<file path="src/rtl/wb_stage_pkg.sv">
// wb_stage_pkg: shared MEM->WB bus layout, field offsets, ExcCodes and TLB sequencer states
package wb_stage_pkg;

    localparam int MS_TO_WS_BUS_WD = 124;

    localparam int OFS_TLBP      = 123;
    localparam int OFS_TLBR      = 122;
    localparam int OFS_TLBWI     = 121;
    localparam int OFS_TLBWR     = 120;
    localparam int OFS_DATA_ADDR = 88;
    localparam int OFS_MFC0_RD   = 83;
    localparam int OFS_EX        = 82;
    localparam int OFS_EXCODE    = 77;
    localparam int OFS_BD        = 76;
    localparam int OFS_ERET      = 75;
    localparam int OFS_SEL       = 72;
    localparam int OFS_MTC0      = 71;
    localparam int OFS_MFC0      = 70;
    localparam int OFS_GR_WE     = 69;
    localparam int OFS_DEST      = 64;
    localparam int OFS_RESULT    = 32;
    localparam int OFS_PC        = 0;

    localparam logic [4:0] EXC_INT  = 5'h00;
    localparam logic [4:0] EXC_MOD  = 5'h01;
    localparam logic [4:0] EXC_TLBL = 5'h02;
    localparam logic [4:0] EXC_TLBS = 5'h03;
    localparam logic [4:0] EXC_ADEL = 5'h04;
    localparam logic [4:0] EXC_ADES = 5'h05;
    localparam logic [4:0] EXC_SYS  = 5'h08;
    localparam logic [4:0] EXC_BP   = 5'h09;
    localparam logic [4:0] EXC_RI   = 5'h0a;
    localparam logic [4:0] EXC_OV   = 5'h0c;

    typedef struct packed {
        logic        tlbp;
        logic        tlbr;
        logic        tlbwi;
        logic        tlbwr;
        logic [31:0] data_addr;
        logic [4:0]  mfc0_rd;
        logic        ex;
        logic [4:0]  excode;
        logic        bd;
        logic        eret;
        logic [2:0]  sel;
        logic        mtc0;
        logic        mfc0;
        logic        gr_we;
        logic [4:0]  dest;
        logic [31:0] result;
        logic [31:0] pc;
    } ms_ws_bus_t;

    typedef enum logic [1:0] {
        S_IDLE = 2'd0,
        S_WAIT = 2'd1,
        S_DONE = 2'd2
    } tlb_state_e;

endpackage

</file>
<file path="src/rtl/wb_tlb_seq.sv">
// wb_tlb_seq: sequences TLB instructions in WB (request pulse, wait count, commit, refetch)
// Ports:
//   clk, reset  clock, async active-high reset
//   i_valid     WB holds a valid instruction
//   i_ex        that instruction carries an exception
//   i_op        {tlbp, tlbr, tlbwi, tlbwr} of that instruction
//   o_ready_go  instruction may commit this cycle
//   o_req       one-cycle request pulses, same bit order as i_op
//   o_refetch   pulse on commit of tlbr/tlbwi/tlbwr
module wb_tlb_seq
    import wb_stage_pkg::*;
#(
    parameter int TLB_WAIT_CYCLES = 1
) (
    input  logic       clk,
    input  logic       reset,
    input  logic       i_valid,
    input  logic       i_ex,
    input  logic [3:0] i_op,
    output logic       o_ready_go,
    output logic [3:0] o_req,
    output logic       o_refetch
);
    localparam logic [2:0] LOAD = 3'(TLB_WAIT_CYCLES - 1);

    tlb_state_e r_state, w_next;
    logic [2:0] r_cnt, w_cnt_next;
    logic       w_tlb;

    assign w_tlb = i_valid & (|i_op) & !i_ex;

    always_ff @(posedge clk or posedge reset) begin
        if (reset) begin
            r_state <= S_IDLE;
            r_cnt   <= '0;
        end else begin
            r_state <= w_next;
            r_cnt   <= w_cnt_next;
        end
    end

    // WAIT lasts r_cnt cycles, so the total stall before DONE is TLB_WAIT_CYCLES
    always_comb begin
        w_next     = r_state;
        w_cnt_next = r_cnt;
        o_req      = '0;
        case (r_state)
            S_IDLE: if (w_tlb) begin
                o_req      = i_op;
                w_cnt_next = LOAD;
                w_next     = (LOAD == 3'd0) ? S_DONE : S_WAIT;
            end
            S_WAIT: begin
                w_cnt_next = r_cnt - 3'd1;
                w_next     = (r_cnt <= 3'd1) ? S_DONE : S_WAIT;
            end
            S_DONE:  w_next = S_IDLE;
            default: w_next = S_IDLE;
        endcase
    end

    assign o_ready_go = !w_tlb | (r_state == S_DONE);
    assign o_refetch  = w_tlb & (r_state == S_DONE) & (|i_op[2:0]);

endmodule

</file>
<file path="src/rtl/wb_stage.sv">
// wb_stage: write-back stage committing MEM->WB instructions to RF, CP0, trace and flush/TLB control
// Ports:
//   clk, reset                 clock, async active-high reset
//   ms_to_ws_valid/bus/refill  incoming instruction from MEM
//   ws_allowin                 WB can accept a new instruction
//   rf_*, WB_dest, WB_result   register-file write and ID forwarding
//   cp0_*                      mtc0 write, {rd,sel} address, mfc0 read data
//   ws_ex/excode/bd/pc/badvaddr/eret, flush, flush_refill   exception/eret reporting
//   tlb*_req, refetch, refetch_pc                           TLB command pulses and refetch
//   debug_wb_*                 commit trace
module wb_stage #(
    parameter int MS_TO_WS_BUS_WD = 124,
    parameter int TLB_WAIT_CYCLES = 1
) (
    input  logic                       clk,
    input  logic                       reset,
    input  logic                       ms_to_ws_valid,
    input  logic [MS_TO_WS_BUS_WD-1:0] ms_to_ws_bus,
    input  logic                       ms_refill,
    output logic                       ws_allowin,
    output logic                       rf_we,
    output logic [4:0]                 rf_waddr,
    output logic [31:0]                rf_wdata,
    output logic [4:0]                 WB_dest,
    output logic [31:0]                WB_result,
    output logic                       cp0_we,
    output logic [7:0]                 cp0_addr,
    output logic [31:0]                cp0_wdata,
    input  logic [31:0]                cp0_rdata,
    output logic                       ws_ex,
    output logic [4:0]                 ws_excode,
    output logic                       ws_bd,
    output logic [31:0]                ws_pc,
    output logic [31:0]                ws_badvaddr,
    output logic                       ws_eret,
    output logic                       flush,
    output logic                       flush_refill,
    output logic                       tlbp_req,
    output logic                       tlbr_req,
    output logic                       tlbwi_req,
    output logic                       tlbwr_req,
    output logic                       refetch,
    output logic [31:0]                refetch_pc,
    output logic [31:0]                debug_wb_pc,
    output logic [3:0]                 debug_wb_rf_wen,
    output logic [4:0]                 debug_wb_rf_wnum,
    output logic [31:0]                debug_wb_rf_wdata
);
    import wb_stage_pkg::*;

    ms_ws_bus_t r_bus;
    logic       r_valid;
    logic       r_refill;
    logic       w_ready_go;
    logic       w_commit;
    logic [3:0] w_req;

    always_ff @(posedge clk or posedge reset) begin
        if (reset) begin
            r_valid  <= 1'b0;
            r_bus    <= '0;
            r_refill <= 1'b0;
        end else begin
            if (ws_allowin) r_valid <= ms_to_ws_valid;
            if (ms_to_ws_valid & ws_allowin) begin
                r_bus    <= ms_to_ws_bus;
                r_refill <= ms_refill;
            end
        end
    end

    wb_tlb_seq #(.TLB_WAIT_CYCLES(TLB_WAIT_CYCLES)) u_tlb_seq (
        .clk       (clk),
        .reset     (reset),
        .i_valid   (r_valid),
        .i_ex      (r_bus.ex),
        .i_op      ({r_bus.tlbp, r_bus.tlbr, r_bus.tlbwi, r_bus.tlbwr}),
        .o_ready_go(w_ready_go),
        .o_req     (w_req),
        .o_refetch (refetch)
    );

    assign {tlbp_req, tlbr_req, tlbwi_req, tlbwr_req} = w_req;

    assign w_commit   = r_valid & w_ready_go;
    assign ws_allowin = !r_valid | w_ready_go;

    assign rf_we    = w_commit & r_bus.gr_we & !r_bus.ex;
    assign rf_waddr = r_bus.dest;
    assign rf_wdata = r_bus.mfc0 ? cp0_rdata : r_bus.result;

    // forwarding ignores ready_go so ID sees a stalled producer's dest
    assign WB_dest   = (r_valid & r_bus.gr_we & !r_bus.ex) ? r_bus.dest : 5'd0;
    assign WB_result = rf_wdata;

    assign cp0_we    = w_commit & r_bus.mtc0 & !r_bus.ex;
    assign cp0_addr  = {r_bus.mfc0_rd, r_bus.sel};
    assign cp0_wdata = r_bus.result;

    assign ws_ex        = w_commit & r_bus.ex;
    assign ws_eret      = w_commit & r_bus.eret & !r_bus.ex;
    assign ws_excode    = r_bus.excode;
    assign ws_bd        = r_bus.bd;
    assign ws_pc        = r_bus.pc;
    assign ws_badvaddr  = r_bus.data_addr;
    assign flush        = ws_ex | ws_eret;
    assign flush_refill = ws_ex & r_refill;

    assign refetch_pc = r_valid ? r_bus.pc + 32'd4 : 32'd0;

    assign debug_wb_pc       = r_valid ? r_bus.pc : 32'd0;
    assign debug_wb_rf_wen   = {4{rf_we}};
    assign debug_wb_rf_wnum  = rf_waddr;
    assign debug_wb_rf_wdata = rf_wdata;

endmodule

</file>
<file path="config.mk">
export PLATFORM = sky130hd
export DESIGN_NAME = wb_stage
export DESIGN_NICKNAME = d
export VERILOG_FILES = /design/src/rtl/wb_stage_pkg.sv /design/src/rtl/wb_tlb_seq.sv /design/src/rtl/wb_stage.sv
export SDC_FILE = /design/constraint.sdc
export NUM_CORES = 1
export LEC_CHECK = 0
export BUFFER_PORTS_ARGS = -buffer_cell sky130_fd_sc_hd__buf_2
export CAP_MARGIN = 20
export CORE_AREA = 2 2 178 180
export DETAILED_ROUTE_END_ITERATION = 12
export DIE_AREA = 0 0 180 182
export RECOVER_POWER = 50
export SLEW_MARGIN = 20
export SYNTH_ARGS = -nofsm -noshare
export SYNTH_HDL_FRONTEND = slang
export SYNTH_SLANG_ARGS = --single-unit
</file>
<file path="constraint.sdc">
create_clock -name clk -period 4.7 [get_ports clk]
set_clock_uncertainty 0.1 [all_clocks]
set_input_delay 0.235 -clock clk [delete_from_list [all_inputs] [get_ports clk]]
set_output_delay 0.235 -clock clk [all_outputs]
set_load 0.01 [all_outputs]
</file>
==> results.py <==
metrics = {
    "grt": {
        "grt_overflow": 0,
        "grt_pass1_wl_um": 35700,
        "grt_usage_pct": 13.8,
        "grt_max_degree": 92,
        "first_global_vias": 6341,
        "antenna_found_initial": 0,
    },
    "sta": {
        "fin_hold_ws_ns": 0.402,
        "finalSetupViolations": 0,
        "fmax_ghz": 0.309,
        "slew_viol_final": 92,
        "hold_viol": 0,
        "tightest_slew_ns": 2.03,
        "setup_tns_ns": 0,
        "relSlewSlack_pct": -35.6,
        "rsz0062_at_grt": "false",
        "post-route-period-util_pct": 68.8,
        "period_needed_ns": 3.23,
    },
    "logic_synthesis": {
        "syn_nets": 866,
        "seq_area_frac_synth_pct": 40.7,
        "ys_ff_latch": 131,
        "synth_top_family_by_area": "multiplexers",
        "synth_adder_area_share_pct": 0.466,
        "synth_area_mm2": 0.00805,
        "synth_cell_type_count": 34,
        "synth_cells": 703,
        "synth.area.mux_share_pct": 24.7,
        "synth_xor_area_share_pct": 1.09,
        "synth_simple_gate_area_share_pct": 9.35,
        "syn_area_per_cell_um2": 11.5,
        "synth-compound-area-share_pct": 3.28,
        "ys.warnings.count": 0,
    },
    "detailed_routing": {
        "dr.pass1.iters": 4,
        "wl_um": 23900,
        "wl_per_cell_um": 15.8,
        "vias_per_cell": 4.26,
        "num_vias": 6415,
        "drt_iter0_markers": 293,
        "detail-route-antenna-nets": 0,
        "remaining_drc_errors": 0,
    },
    "die": {
        "die_width_um": 180,
        "row_count": 65,
        "die_area_mm2": 0.0328,
        "die_height_um": 182,
        "initial_core_util_pct": 26.0,
        "io_pins": 461,
        "placeableCoreArea_mm2": 0.0310,
    },
    "job": {
        "maxCapViolations": 1,
    },
    "final_layout": {
        "fin_util_pct": 35.3,
        "num-fill-cells": 3199,
        "multi_input_area_mm2": 0.00313,
        "mostFrequentLayoutCell": "buf_2",
        "drive_gt1_share_pct": 46.2,
        "regArea_mm2": 0.00328,
        "finalNetCount": 1255,
        "syn2layout_area_growth_pct": 35.9,
        "antenna_cells": 0,
        "fin_area_mm2": 0.0109,
        "final_cell_mix": "buf_2 (314), clkbuf_1 (148), dfrtp_1 (131)",
    },
    "critical_path": {
        "crit_fanout": 86,
        "path_class": "flop to flop",
        "r2r.worst_path.cells": 5,
        "startpoint_type": "flop",
        "worstSetupEndpointType": "flop",
        "cp.required_ns": 4.90,
        "crit_arrival_ns": 3.43,
    },
    "clocking": {
        "clk_latency_ns": 0.42,
        "cts.sinks": 131,
        "cts_root_buffer": "clkbuf_16",
        "htree_levels": 4,
        "ctsResizeCount": 0,
        "cts_tree": "built",
        "cts.path.max_buffers": 2,
        "cts_made_buffers": 17,
        "clk_pin_slew_ns": 0.07,
    },
    "place": {
        "port_buffers": 460,
        "place_area_mm2": 0.00931,
        "dpl.hpwl_um": 16900,
        "place_congestion": 0.800,
    },
    "power_and_ir_drop": {
        "powerDensity_mw_per_mm2": 541,
        "leakage_uw": 0.00507,
        "power_uw": 5920,
        "vdd_drop_max_uv": 370,
    },
    "status": {
        "violations": "capacitance limit, slew limit",
        "outcome": "finished with violations",
    },
    "hold_path": {
        "hold_path.class": "flop to flop",
        "min_path_cells": 1,
    },
}
==> worst max-delay path, cell delays in order, from the launching register on <==
cell and delay, ns:
dfrtp_1 0.42, nor2b_1 0.54, o221ai_1 0.57, nand2_8 0.71, buf_12 0.33, mux2_2 0.37
==> cell usage after synthesis, drive strengths merged <==
cell | n | share of area, %
dfrtp | 131 | 41
xor2 | 8 | 0.87
mux2i | 2 | 0.25
inv | 8 | 0.37
or4 | 11 | 1.0
and4 | 5 | 0.54
nand2b | 2 | 0.16
nand2 | 15 | 0.73
xnor2 | 2 | 0.22
mux2 | 158 | 24
or3 | 7 | 0.61
clkbuf | 15 | 0.70
o221ai | 1 | 0.33
nor2b | 1 | 0.078
and2 | 39 | 3.0
o21a | 1 | 0.093
nor4 | 1 | 0.078
ha | 3 | 0.47
nor2 | 17 | 0.79
o21ai | 7 | 0.43
and3 | 13 | 1.0
nand3 | 8 | 0.50
o31ai | 11 | 1.0
buf | 207 | 19
o22ai | 2 | 0.16
nand4 | 8 | 0.81
a21oi | 20 | 1.2
==> where the power goes <==
group	total (uW)	switching (uW)	internal (uW)
Combinational	2720	1430	1290
Clock	1300	561	738
Sequential	1910	405	1500
Total	5920	2390	3530
==> layout make-up <==
cell class / count / area share [%]
clock buffers: 19 / 3.96
clock inverters: 13 / 1.19
inverters: 8 / 0.309
multi-input cells: 342 / 28.6
flip-flops and latches: 131 / 30.0
well taps: 402 / 4.60
repair buffers: 592 / 31.4
==> metal layers <==
metal	wire [um]	GRT usage (%)	up-vias	part of all wire (%)
met4	380	4.33	0	1.6
li1	-	-	2995	-
met1	10500	17.9	3162	44
met3	1450	3.25	19	6.1
met5	0	0	-	0
met2	11500	22.7	239	48
==> path summary, 6_finish.rpt <==
path	startpoint	end	slack (ns)
worst min register to register	ws_badvaddr[31]	ws_badvaddr[31]	0.40
worst max-delay path	r_bus[82]	cp0_addr[1]	1.47
worst min-delay path	ws_badvaddr[31]	ws_badvaddr[31]	0.40
min in group asynchronous	reset	ws_badvaddr[16]	0.89
max in group asynchronous	reset	ws_bd	1.71
worst max register to register	r_bus[82]	cp0_addr[1]	1.47
==> flip-flops by register name, indices dropped and copies added (netlist names), 2 cells and up <==
name               flops
cp0_addr               8
u_tlb_seq.r_cnt        3
debug_wb_rf_wnum       5
ws_excode              5
u_tlb_seq.r_state      2
r_bus                  9
cp0_wdata             32
ws_pc                 32
ws_badvaddr           32
==> logic make-up after synthesis <==
family	after synthesis
buffers and inverters	230
multiplexers	160
flip-flops	131
AND/OR/NAND/NOR	127
AO/OA/AOI/OAI	42
XOR/XNOR	10
adder cells (fa/ha/maj)	3
==> metrics by stage <==
stage | cells | worst slack, ns
2_1_floorplan | 703 | 0.867
3_3_place_gp | 1348 | 1.88
3_5_place_dp | 1348 | 1.74
4_1_cts | 1507 | 1.58
5_1_grt | 1507 | 1.16
6_report | 1507 | 1.47
==> timing repair <==
| item | 4_1_cts | 5_1_grt |
|---|---|---|
| hold buffers | 127 | 0 |
| hold endpoints to repair | 216 | 0 |
| setup buffers | 0 | 0 |
| endpoints found under the setup margin | 0 | 0 |
Power figures use the tool's default switching activity.
